===== config.mk =====
export PLATFORM = sky130hd
export DESIGN_NAME = vga_frame_signature
export DESIGN_NICKNAME = d
export VERILOG_FILES = /design/src/rtl/vga_frame_signature.sv
export SDC_FILE = /design/constraint.sdc
export NUM_CORES = 1
export LEC_CHECK = 0
export ABC_CLOCK_PERIOD_IN_PS = 2950
export CORE_ASPECT_RATIO = 0.6
export CORE_UTILIZATION = 28
export CTS_BUF_LIST = sky130_fd_sc_hd__clkbuf_16
export DETAILED_ROUTE_END_ITERATION = 8
export SYNTH_ARGS = -nofsm -noshare
export SYNTH_HDL_FRONTEND = slang
export SYNTH_SLANG_ARGS = --single-unit

===== constraint.sdc =====
create_clock -name clk -period 2.95 [get_ports clk]
set_input_delay 0.7375 -clock clk [delete_from_list [all_inputs] [get_ports clk]]
set_output_delay 0.7375 -clock clk [all_outputs]
set_load 0.03 [all_outputs]

===== src/rtl/vga_frame_signature.sv =====
// VGA stream monitor: measures line length and frame height, and builds a CRC-16
// signature over every pixel clock of each frame, reporting once per frame.
module vga_frame_signature #(
  parameter int unsigned COLOR_W  = 4,
  parameter int unsigned H_TOTAL  = 1344,
  parameter int unsigned V_TOTAL  = 806,
  parameter bit          SYNC_POL = 1'b0
) (
  input  logic               clk,
  input  logic               rst_n,
  input  logic               enable,
  input  logic               hs,
  input  logic               vs,
  input  logic [COLOR_W-1:0] r,
  input  logic [COLOR_W-1:0] g,
  input  logic [COLOR_W-1:0] b,
  output logic [15:0]        sig,
  output logic               sig_valid,
  output logic [15:0]        frame_cnt,
  output logic               h_err,
  output logic               v_err
);

  localparam int unsigned PIX_W = 3 * COLOR_W;
  localparam logic [15:0] CRC_INIT = 16'hFFFF;
  localparam logic [15:0] CRC_POLY = 16'h1021;

  typedef enum logic [1:0] {IDLE, SYNC, RUN} state_t;

  state_t      r_state;
  state_t      w_state_nxt;
  logic        r_hs_q;
  logic        r_vs_q;
  logic [15:0] r_crc;
  logic [15:0] r_pix_cnt;
  logic [15:0] r_line_cnt;
  logic        r_h_bad;
  logic [15:0] r_sig;
  logic        r_sig_valid;
  logic [15:0] r_frame_cnt;
  logic        r_h_err;
  logic        r_v_err;

  logic             w_hs_lead;
  logic             w_vs_lead;
  logic             w_init;
  logic             w_start;
  logic             w_close;
  logic             w_run;
  logic [PIX_W-1:0] w_pix;
  logic [15:0]      w_crc_nxt;
  logic [15:0]      w_line_hs;
  logic             w_h_bad_hs;

  // CCITT CRC, MSB-first, one whole pixel per call
  function automatic logic [15:0] crc_step(input logic [15:0] c, input logic [PIX_W-1:0] d);
    logic [15:0] v;
    v = c;
    for (int i = PIX_W - 1; i >= 0; i--) begin
      if (v[15] ^ d[i]) v = {v[14:0], 1'b0} ^ CRC_POLY;
      else              v = {v[14:0], 1'b0};
    end
    return v;
  endfunction

  assign w_hs_lead = (hs == SYNC_POL) && (r_hs_q != SYNC_POL);
  assign w_vs_lead = (vs == SYNC_POL) && (r_vs_q != SYNC_POL);
  assign w_pix     = {r, g, b};
  assign w_crc_nxt = crc_step(w_start ? CRC_INIT : r_crc, w_pix);

  // A coincident hs edge is folded into the ending frame before it closes
  assign w_line_hs  = (w_hs_lead && r_line_cnt != 16'hFFFF) ? r_line_cnt + 16'd1 : r_line_cnt;
  assign w_h_bad_hs = r_h_bad | (w_hs_lead && r_line_cnt != 16'd0 && r_pix_cnt != 16'(H_TOTAL));

  always_ff @(posedge clk or negedge rst_n) begin
    if (!rst_n) begin
      r_hs_q <= ~SYNC_POL;
      r_vs_q <= ~SYNC_POL;
    end else begin
      r_hs_q <= hs;
      r_vs_q <= vs;
    end
  end

  always_ff @(posedge clk or negedge rst_n) begin
    if (!rst_n) r_state <= IDLE;
    else        r_state <= w_state_nxt;
  end

  always_comb begin
    w_state_nxt = r_state;
    case (r_state)
      IDLE:    if (enable) w_state_nxt = SYNC;
      SYNC:    if (w_vs_lead) w_state_nxt = RUN;
      RUN:     w_state_nxt = RUN;
      default: w_state_nxt = IDLE;
    endcase
    if (!enable) w_state_nxt = IDLE;
  end

  always_comb begin
    w_init  = 1'b0;
    w_start = 1'b0;
    w_close = 1'b0;
    w_run   = 1'b0;
    case (r_state)
      IDLE: w_init = enable;
      SYNC: w_start = enable && w_vs_lead;
      RUN: begin
        w_run   = enable;
        w_start = enable && w_vs_lead;
        w_close = enable && w_vs_lead;
      end
      default: ;
    endcase
  end

  // Per-frame accumulation; the vs-edge pixel opens the new frame
  always_ff @(posedge clk or negedge rst_n) begin
    if (!rst_n) begin
      r_crc      <= CRC_INIT;
      r_pix_cnt  <= 16'd0;
      r_line_cnt <= 16'd0;
      r_h_bad    <= 1'b0;
    end else if (w_start) begin
      r_crc      <= w_crc_nxt;
      r_pix_cnt  <= 16'd1;
      r_line_cnt <= 16'd0;
      r_h_bad    <= 1'b0;
    end else if (w_init) begin
      r_crc      <= CRC_INIT;
      r_pix_cnt  <= 16'd1;
      r_line_cnt <= 16'd0;
      r_h_bad    <= 1'b0;
    end else if (w_run) begin
      r_crc      <= w_crc_nxt;
      r_line_cnt <= w_line_hs;
      r_h_bad    <= w_h_bad_hs;
      if (w_hs_lead)                   r_pix_cnt <= 16'd1;
      else if (r_pix_cnt != 16'hFFFF)  r_pix_cnt <= r_pix_cnt + 16'd1;
    end
  end

  always_ff @(posedge clk or negedge rst_n) begin
    if (!rst_n) begin
      r_sig       <= 16'd0;
      r_sig_valid <= 1'b0;
      r_frame_cnt <= 16'd0;
      r_h_err     <= 1'b0;
      r_v_err     <= 1'b0;
    end else begin
      r_sig_valid <= w_close;
      if (w_close) begin
        r_sig       <= r_crc;
        r_h_err     <= w_h_bad_hs;
        r_v_err     <= (w_line_hs != 16'(V_TOTAL));
        r_frame_cnt <= r_frame_cnt + 16'd1;
      end
    end
  end

  assign sig       = r_sig;
  assign sig_valid = r_sig_valid;
  assign frame_cnt = r_frame_cnt;
  assign h_err     = r_h_err;
  assign v_err     = r_v_err;

endmodule

# After elaboration in Yosys (flattened, before gate mapping)
# Index checks and enable logic that the tools add are counted.
# totals
reg_bits	88
in_bits	17
output_inout_bits	35
# op_classes
reduce_logical	12
n_eq_ne	7
n_bitwise	27
muxes	35
add_sub_neg	3
# ops
cell	count
$mux 16	13
$mux 13	12
$add 16x1->16 const B	3
$not 3->3	12
$ne 16x16->1 const B	2
$ne 16x10->1 const B	1
$ne 16x11->1 const B	1
$reduce_bool 16->1	1
$xor 1x1->1	12
$mux 1	7
$logic_and 1x1->1	6
$pmux 2 s3	1
$mux 2	2
$reduce_bool 4->1	1
$ne 3x3->1 const B	1
$reduce_bool 3->1	1
$eq 2x1->1 const B	1
$eq 2x2->1 const B	1
$logic_not 2->1	1
$not 1->1	2
$reduce_and 2->1	1
$reduce_or 2->1	1
$or 1x1->1	1

# Longest topological paths before layout
# Gate-level depths: netlist (run 1).
# depth
ltp_word	32
depth_mapped	9
depth_no_buf	9

# Worst setup path after synthesis (run 1)
# OpenSTA, ideal clock, no wires.
# synth_timing
kind	input to register
start	input enable
end	register r_crc[3]
arrival_time_ns	2.265
setup_slack_ns	0.586
cell_stages	7
path_buffers	1
required_time_ns	2.852
setup_ns	0.098
cell_sequence	buf_2 > nand4b_1 > nand2_1 > xnor2_1 > xor2_1 > mux2_2 > a221oi_1
# synth_via
elab_chain_len	17
elab_cells_between_ends	23
# synth_rtl
element	line	text
start, declared	11	input logic enable,
$logic_and 1x1->1	108, 111	
$mux 1	n/a	
$mux 16	69	assign w_crc_nxt = crc_step(w_start ? CRC_INIT : r_crc, w_pix);
$mux 13 (4 in series)	60	if (v[15] ^ d[i]) v = {v[14:0], 1'b0} ^ CRC_POLY;
$not 3->3 (no line)	n/a	
$mux 13	60	
$xor 1x1->1	60	
$mux 13 (4 in series)	60	
$mux 16	135	end else if (w_run) begin
$mux 16	130	end else if (w_init) begin
$mux 16	125	end else if (w_start) begin
end signal, assigned	126	r_crc <= w_crc_nxt;
end signal, assigned	136	r_crc <= w_crc_nxt;
end, declared	34	logic [15:0] r_crc;
# Several ways; a longest one is shown, not always the timed one. The select of a mux whose other input is x is not followed.
# A chain may end at the register's enable or synchronous reset.

# Worst setup path in the final report (run 1)
# layout_timing
start	input hs
end	register r_v_err (netlist: v_err)
# layout_via
elab_chain_len	5
# layout_rtl
element	line	text
start, declared	12	input logic hs,
$not 1->1	66	assign w_hs_lead = (hs == SYNC_POL) && (r_hs_q != SYNC_POL);
$logic_and 1x1->1	66	
$logic_and 1x1->1	72	assign w_line_hs = (w_hs_lead && r_line_cnt != 16'hFFFF) ? r_line_cnt + 16'd1 : r_line_cnt;
$mux 16	72	
$ne 16x10->1	156	r_v_err <= (w_line_hs != 16'(V_TOTAL));
end signal, assigned	156	
end, declared	42	logic r_v_err;
# Every way passes these cells.

==> run metrics, run 1 <==
htree depth 3; Mapped Nets 595; outcome completed; Initial Utilization 29.25%; switching power 2176 µW; Period minus WS final between 2 and 3 ns; DR vias roughly 4,300; proportion of layout cells with a drive suffix above 1 13.26%; clock slew at reported path FFs 0.07 ns; synth-to-layout area growth 24.79%; clock latency on the worst-skew pair 0.34 ns; Max Slew Vio Count 0; I/O Buffers 51; internal power 3328 µW; Num CTS Buffers 9; mean post-synth cell area 8.996 µm²; Clock Skew approximately 0.0071 ns; hold-fix buffers at CTS 0; Clock Power Share a little over a fifth; Seq/Total Area, Yosys 43.46%; grt ovf 0; Distinct cells, synth 65; Worst path slowest cell clkdlybuf4s50_1; predominant post-synthesis flop cell dfrtp_1; Seq cells post-synth 88; initial antenna violation count 0; Worst Path Arrival 2.80 ns; clk buf depth 2; die height 106.7 µm; first-pass GRT wire length about 22 mm; number of flops mapped to enable cells by yosys 0; mapped cell area 0.005119 mm²; WP data required 3.17 ns; Flop pwr share roughly a third; HP Class in2async; Final Hold Fails 0; DRC viols 0; post-route setup TNS 0 ns; Die W 176.6 µm; # diodes 0; max frequency ~390 MHz; CTS tree done; worst setup margin 0.3651 ns; Crit. End Element flop; ANT nets after route 0; RSZ-0062 raised after global routing no; Max Cap Viol 0; Worst setup SP type input port; CP Max Fanout 4; drt total wl between 10 and 15 mm; Slew HR a little over half; Core Area 0.01750 mm²; max incr delay on CP 0.44 ns; hpwl dp 9.743 mm; Final nets roughly 660; IO Pins 52; vias in the first global route 3,957; async set-reset flop share out of synthesis 100.0%; peak supply drop 0.4413 mV; Worst Reg-to-Reg Cells 8; Leak between 0.002 and 0.003 µW; Logic pwr share a little under half; worst-margin pin slew 0.6838 ns; Crit path max-delay family simple AND/OR/NAND/NOR gates; post-CTS setup buffer count 0; switching share of power 39.53%; Final Setup Violations 0; critical path depth 8; Final Cycle Share 87.62%; crit-path cells clkdlybuf4s50_1, and4b_1, nand4_1, nor3_1, mux2i_1, a2111oi_0, buf_4, a31oi_1; routability cong. 0.8667; Pwr Density 861.6 mW/mm²; Worst Path Buf+Inv 2; die area 0.01884 mm²; wire per inst 15.23 µm; Total GRT Usage 14.97%; Resize count post-CTS 0; YS warnings 0; clk sink count 88; Synth Instances 569; 1st-iter DRT viols about 330; Initial DRT Pass Iterations 5; row cnt 37; pre-CTS setup slack 0.05843 ns; clk root buf clkbuf_16; CP Class in2reg; largest net degree at the start of global routing 48; Vias per Instance approximately 4.9
[worst reg2reg max path: stages (launching register included)]
cell	delay, ns
dfrtp_1	0.47
ha_1	0.30
nand3_1	0.25
o31ai_1	0.45
or2_2	0.22
xor2_1	0.07
a2111oi_0	0.41
buf_4	0.18
a31oi_1	0.07
[final cells by class]
type	instances	area (µm²)
multi-input cells	438	2715
inverters	11	41.29
clock buffers	9	225.2
fillers	1766	11110
flip-flops and latches	88	2225
clock inverters	7	77.57
well taps	234	292.8
repair buffers	88	810.8
[layer usage]
layer | vias up | part of all wire (%) | GRT usage [%]
li1 | 2112 | - | -
met1 | 2072 | 56 | 24.91
met2 | 133 | 36 | 19.02
met3 | 8 | 7.1 | 2.943
met4 | 0 | 0.58 | 2.771
met5 | - | 0 | 0
[path summary, 6_finish.rpt]
check / startpoint / to / slack, ns
max in group asynchronous: rst_n / r_crc[11] / 1.83
min in group clk: sig[8] / sig[8] / 0.48
setup / recovery: hs / v_err / 0.37
hold reg to reg: sig[8] / sig[8] / 0.48
setup reg to reg: r_line_cnt[0] / v_err / 0.40
hold / removal: rst_n / r_line_cnt[2] / 0.40
[stage by stage]
stage	hold WS [ns]	instances	total power [µW]	utilization [%]	cell area [µm²]
6_report	0.3970	875	5503	36.50	6387
5_1_grt	0.4416	875	5861	36.50	6387
4_1_cts	0.4093	875	5531	36.50	6387
3_5_place_dp	0.4665	859	4311	34.77	6085
3_3_place_gp	0.4635	859	4290	34.77	6085
2_1_floorplan	0.4419	569	3476	-	5119
[cells in the final DEF (no fill, tap or decap), types with 3 or more instances in the layout]
| cell | n |
|---|---|
| clkbuf_16 | 9 |
| and2_1 | 3 |
| ha_1 | 9 |
| nor2b_1 | 3 |
| o31ai_1 | 7 |
| a21oi_1 | 22 |
| nand3b_1 | 3 |
| and3_1 | 4 |
| xnor3_1 | 4 |
| xor2_1 | 27 |
| nor2_1 | 50 |
| o211ai_1 | 4 |
| o21ai_0 | 37 |
| clkdlybuf4s50_1 | 50 |
| nor4b_1 | 3 |
| dfstp_2 | 18 |
| xnor2_1 | 43 |
| a31oi_1 | 6 |
| nor3_1 | 12 |
| dfrtp_1 | 70 |
| clkinvlp_4 | 4 |
| o22ai_1 | 4 |
| buf_4 | 36 |
| and4_1 | 5 |
| nand3_1 | 18 |
| nand4_1 | 13 |
| nor4_1 | 6 |
| or3_1 | 6 |
| inv_1 | 11 |
| nand2_1 | 105 |
[power by group through the flow]
stage | Clock [µW] | Sequential, µW | Combinational (µW)
6_report | 1180 | 1820 | 2500
5_1_grt | 1270 | 1870 | 2720
4_1_cts | 1220 | 1820 | 2490
3_5_place_dp | 0 | 1840 | 2470
3_3_place_gp | 0 | 1840 | 2450
2_1_floorplan | 0 | 1940 | 1530
[kinds of logic after synthesis]
logic type / Yosys count / share of synthesized area (%)
AO/OA/AOI/OAI: 98 / 11.71
buffers and inverters: 43 / 3.495
multiplexers: 4 / 0.8311
XOR/XNOR: 75 / 14.20
flip-flops: 88 / 43.46
adder cells (fa/ha/maj): 9 / 2.200
AND/OR/NAND/NOR: 252 / 24.10
[state kept, by name, indices dropped and copies added, names as in the netlist]
signal / count
sig: 16
r_pix_cnt: 16
r_hs_q: 1
h_err: 1
r_line_cnt: 16
r_crc: 16
r_vs_q: 1
r_state: 2
v_err: 1
sig_valid: 1
r_h_bad: 1
frame_cnt: 16
[synth_stat cells, types with 2 or more instances]
| master | number | area, µm² |
|---|---|---|
| mux2i_1 | 2 | 20.02 |
| o21ai_0 | 37 | 185.2 |
| nand2_1 | 105 | 394.1 |
| a211oi_1 | 2 | 15.01 |
| and3_1 | 4 | 25.02 |
| buf_2 | 5 | 25.02 |
| a31oi_1 | 6 | 37.54 |
| nor2b_1 | 3 | 18.77 |
| or2_2 | 2 | 12.51 |
| dfrtp_1 | 70 | 1752 |
| clkbuf_1 | 22 | 82.58 |
| mux2_2 | 2 | 22.52 |
| nand3_1 | 18 | 90.09 |
| nor3b_1 | 2 | 15.01 |
| nand4_1 | 13 | 81.33 |
| and4_1 | 5 | 43.79 |
| o31ai_1 | 7 | 52.55 |
| clkbuf_2 | 3 | 15.01 |
| and3_2 | 2 | 15.01 |
| and2_1 | 3 | 18.77 |
| inv_1 | 11 | 41.29 |
| nor4_1 | 6 | 37.54 |
| xnor3_1 | 4 | 90.09 |
| ha_1 | 9 | 112.6 |
| xnor2_1 | 43 | 376.6 |
| and4b_1 | 2 | 20.02 |
| or3_1 | 6 | 37.54 |
| o22ai_1 | 4 | 25.02 |
| o211ai_1 | 4 | 30.03 |
| a21oi_1 | 22 | 110.1 |
| xor2_1 | 27 | 236.5 |
| nand2b_1 | 2 | 12.51 |
| a32o_1 | 2 | 20.02 |
| nor2_1 | 50 | 187.7 |
| nor4b_1 | 3 | 26.28 |
| dfstp_2 | 18 | 473.0 |
| nor3_1 | 12 | 60.06 |
| and3b_1 | 2 | 17.52 |
| nand3b_1 | 3 | 22.52 |
No activity file was read; power rests on OpenSTA's default activity.
==> run 2, diff against run 1 <==
--- a/config.mk
+++ b/config.mk
@@ -7,8 +7,10 @@
 export LEC_CHECK = 0
 export ABC_CLOCK_PERIOD_IN_PS = 2950
 export CORE_ASPECT_RATIO = 0.6
+export CORE_MARGIN = 2
 export CORE_UTILIZATION = 28
 export CTS_BUF_LIST = sky130_fd_sc_hd__clkbuf_16
+export CTS_CLUSTER_SIZE = 8
 export DETAILED_ROUTE_END_ITERATION = 8
 export SYNTH_ARGS = -nofsm -noshare
 export SYNTH_HDL_FRONTEND = slang
==> run metrics, run 2 (synthesis results as in run 1) <==
Leak 0.002695 µW (about the same); Clock Power Share 22.2% (+0.7 points); Crit path max-delay family buffers and inverters; wire per inst 15.34 µm (+0.73%); Slew HR 55.65% (+1.8 points); highest routed layer met4; worst-margin pin slew 0.6652 ns (-0.01856 ns); Worst setup SP type input port; hold-fix buffers at CTS 0 (unchanged); Pwr Density 870.3 mW/mm² (+1.0%); wire length on met1 7.521 mm (+0.60%); htree depth 3 (unchanged); post-CTS setup buffer count 0 (unchanged); post-route setup TNS 0 ns (unchanged); grt ovf 0 (unchanged); proportion of layout cells with a drive suffix above 1 12.40% (-0.86 points); clk sink count 88 (unchanged); CP Max Fanout 8 (+4); Crit. End Element flop; max incr delay on CP 0.44 ns (about the same); ANT nets after route 0 (unchanged); fin util 35.48% (-1.0 points); 1st-iter DRT viols 372 (+12%); Clock Skew 0.008283 ns (+0.001208 ns); Worst Path Arrival 2.79 ns (about the same); WP data required 3.23 ns (+0.06 ns); vias in the first global route 4,064 (+2.7%); first-pass GRT wire length 22.30 mm (+0.84%); FILL cells 1,866 (+5.7%); die height 108.7 µm (+1.9%); I/O Buffers 51 (unchanged); hpwl dp 9.798 mm (+0.56%); met3 wire len 814 µm (-14%); Num CTS Buffers 9 (unchanged); Worst path slowest cell clkdlybuf4s50_1; Die W 178.6 µm (+1.1%); clk root buf clkbuf_16; total power 5549 µW (+0.83%); Final Hold Fails 0 (unchanged); Period minus WS final 2.515 ns (-0.06999 ns); switching power 2139 µW (-1.7%); Core Area 0.01797 mm² (+2.7%); row cnt 38 (+2.7%); Worst Path Buf+Inv 2 (unchanged); Max Slew Vio Count 0 (unchanged); Final nets 658 (-0.60%); Initial Utilization 28.48% (-0.77 points); IO Pins 52 (unchanged); drt total wl 13.46 mm (+0.96%); Max Cap Viol 0 (unchanged); routability cong. 0.8536 (-1.5%); switching share of power 38.55% (-0.98 points); outcome completed; Logic pwr share 45.0% (-0.4 points); Resize count post-CTS 0 (unchanged); max frequency 397.6 MHz (+2.8%); internal power 3410 µW (+2.5%); Vias per Instance 4.918 (-0.50%); Total GRT Usage 14.84% (-0.13 points); initial antenna violation count 0 (unchanged); largest net degree at the start of global routing 49 (+2.1%); Flop pwr share 32.8% (-0.3 points); Final Setup Violations 0 (unchanged); # diodes 0 (unchanged); synth-to-layout area growth 24.57%; RSZ-0062 raised after global routing no; final hold slack 0.4268 ns (+0.02986 ns); HP Class in2async; most common cell after layout, fill and taps aside nand2_1; crit-path cells clkdlybuf4s50_1, buf_4, and4b_1, nor2_1, xnor3_1, xnor2_1, mux2_2, a21oi_1; DR vias 4,313 (-0.28%); die area 0.01941 mm² (+3.0%); clk buf depth 2 (unchanged); peak supply drop 0.3903 mV (-12%); Final Cycle Share 85.25% (-2.4 points); clock latency on the worst-skew pair 0.35 ns (about the same); most frequent cells in the layout nand2_1 (105), dfrtp_1 (70), nor2_1 (50), clkdlybuf4s50_1 (50), xnor2_1 (43); CTS tree done; Initial DRT Pass Iterations 6 (+1); CP Class in2reg; WL met2 5.009 mm (+3.8%); DRC viols 0 (unchanged); clock slew at reported path FFs 0.07 ns (about the same)
==> run 2: cell types whose count changed in the layout (fill, tap and decap cells not counted), sizes merged <==
cell	previous run	this run
inv	13	12
clkinvlp	4	1
bufinv	1	2
buf	38	34
clkinv	0	3
==> run 2: path summary, 6_finish.rpt <==
check | start | endpoint | slack, ns | cells after the start
setup / recovery | enable | r_crc[7] | 0.44 | 8
hold / removal | rst_n | frame_cnt[3] | 0.43 | 1
setup reg to reg | r_line_cnt[0] | v_err | 0.54 | 7
hold reg to reg | sig[15] | sig[15] | 0.48 | 2
max in group asynchronous | rst_n | r_crc[10] | 1.79 | 2
min in group clk | sig[15] | sig[15] | 0.48 | 2
==> run 2: power groups by stage <==
stage	Combinational, µW	Sequential, µW	Clock [µW]
5_1_grt	2780	1860	1300
6_report	2500	1820	1230
2_1_floorplan	1530	1940	0
4_1_cts	2500	1820	1260
3_3_place_gp	2470	1830	0
3_5_place_dp	2480	1840	0
==> run 2: final cells by class <==
cell class | instances | area, µm² | area share, %
Tap cell | 240 | 300.3 | 4.710
Multi-Input combinational cell | 438 | 2715 | 42.58
Sequential cell | 88 | 2225 | 34.89
Clock inverter | 7 | 88.84 | 1.393
Timing Repair Buffer | 84 | 780.7 | 12.24
Clock buffer | 9 | 225.2 | 3.532
Inverter | 11 | 41.29 | 0.6476
==> run 2: metal layers <==
layer | GRT usage, % | vias up
met5 | 0 | -
met4 | 2.962 | 0
met3 | 3.243 | 12
met2 | 19.00 | 120
met1 | 24.46 | 2083
li1 | - | 2098
==> run 2: worst reg2reg max path, stage by stage, from the launching register on <==
cell,delay (ns)
dfrtp_1,0.46
ha_1,0.27
nand3_1,0.23
nor3_1,0.45
a21oi_1,0.21
or3_1,0.34
a22oi_1,0.22
a31oi_1,0.11
==> run 2: through the flow <==
step,std cells,setup WS (ns),cell area (µm²)
4_1_cts,877,0.4359,6376
5_1_grt,877,0.2673,6376
6_report,877,0.4351,6376
3_3_place_gp,861,0.1201,6062
3_5_place_dp,861,0.09618,6062
2_1_floorplan,569,0.5864,5119
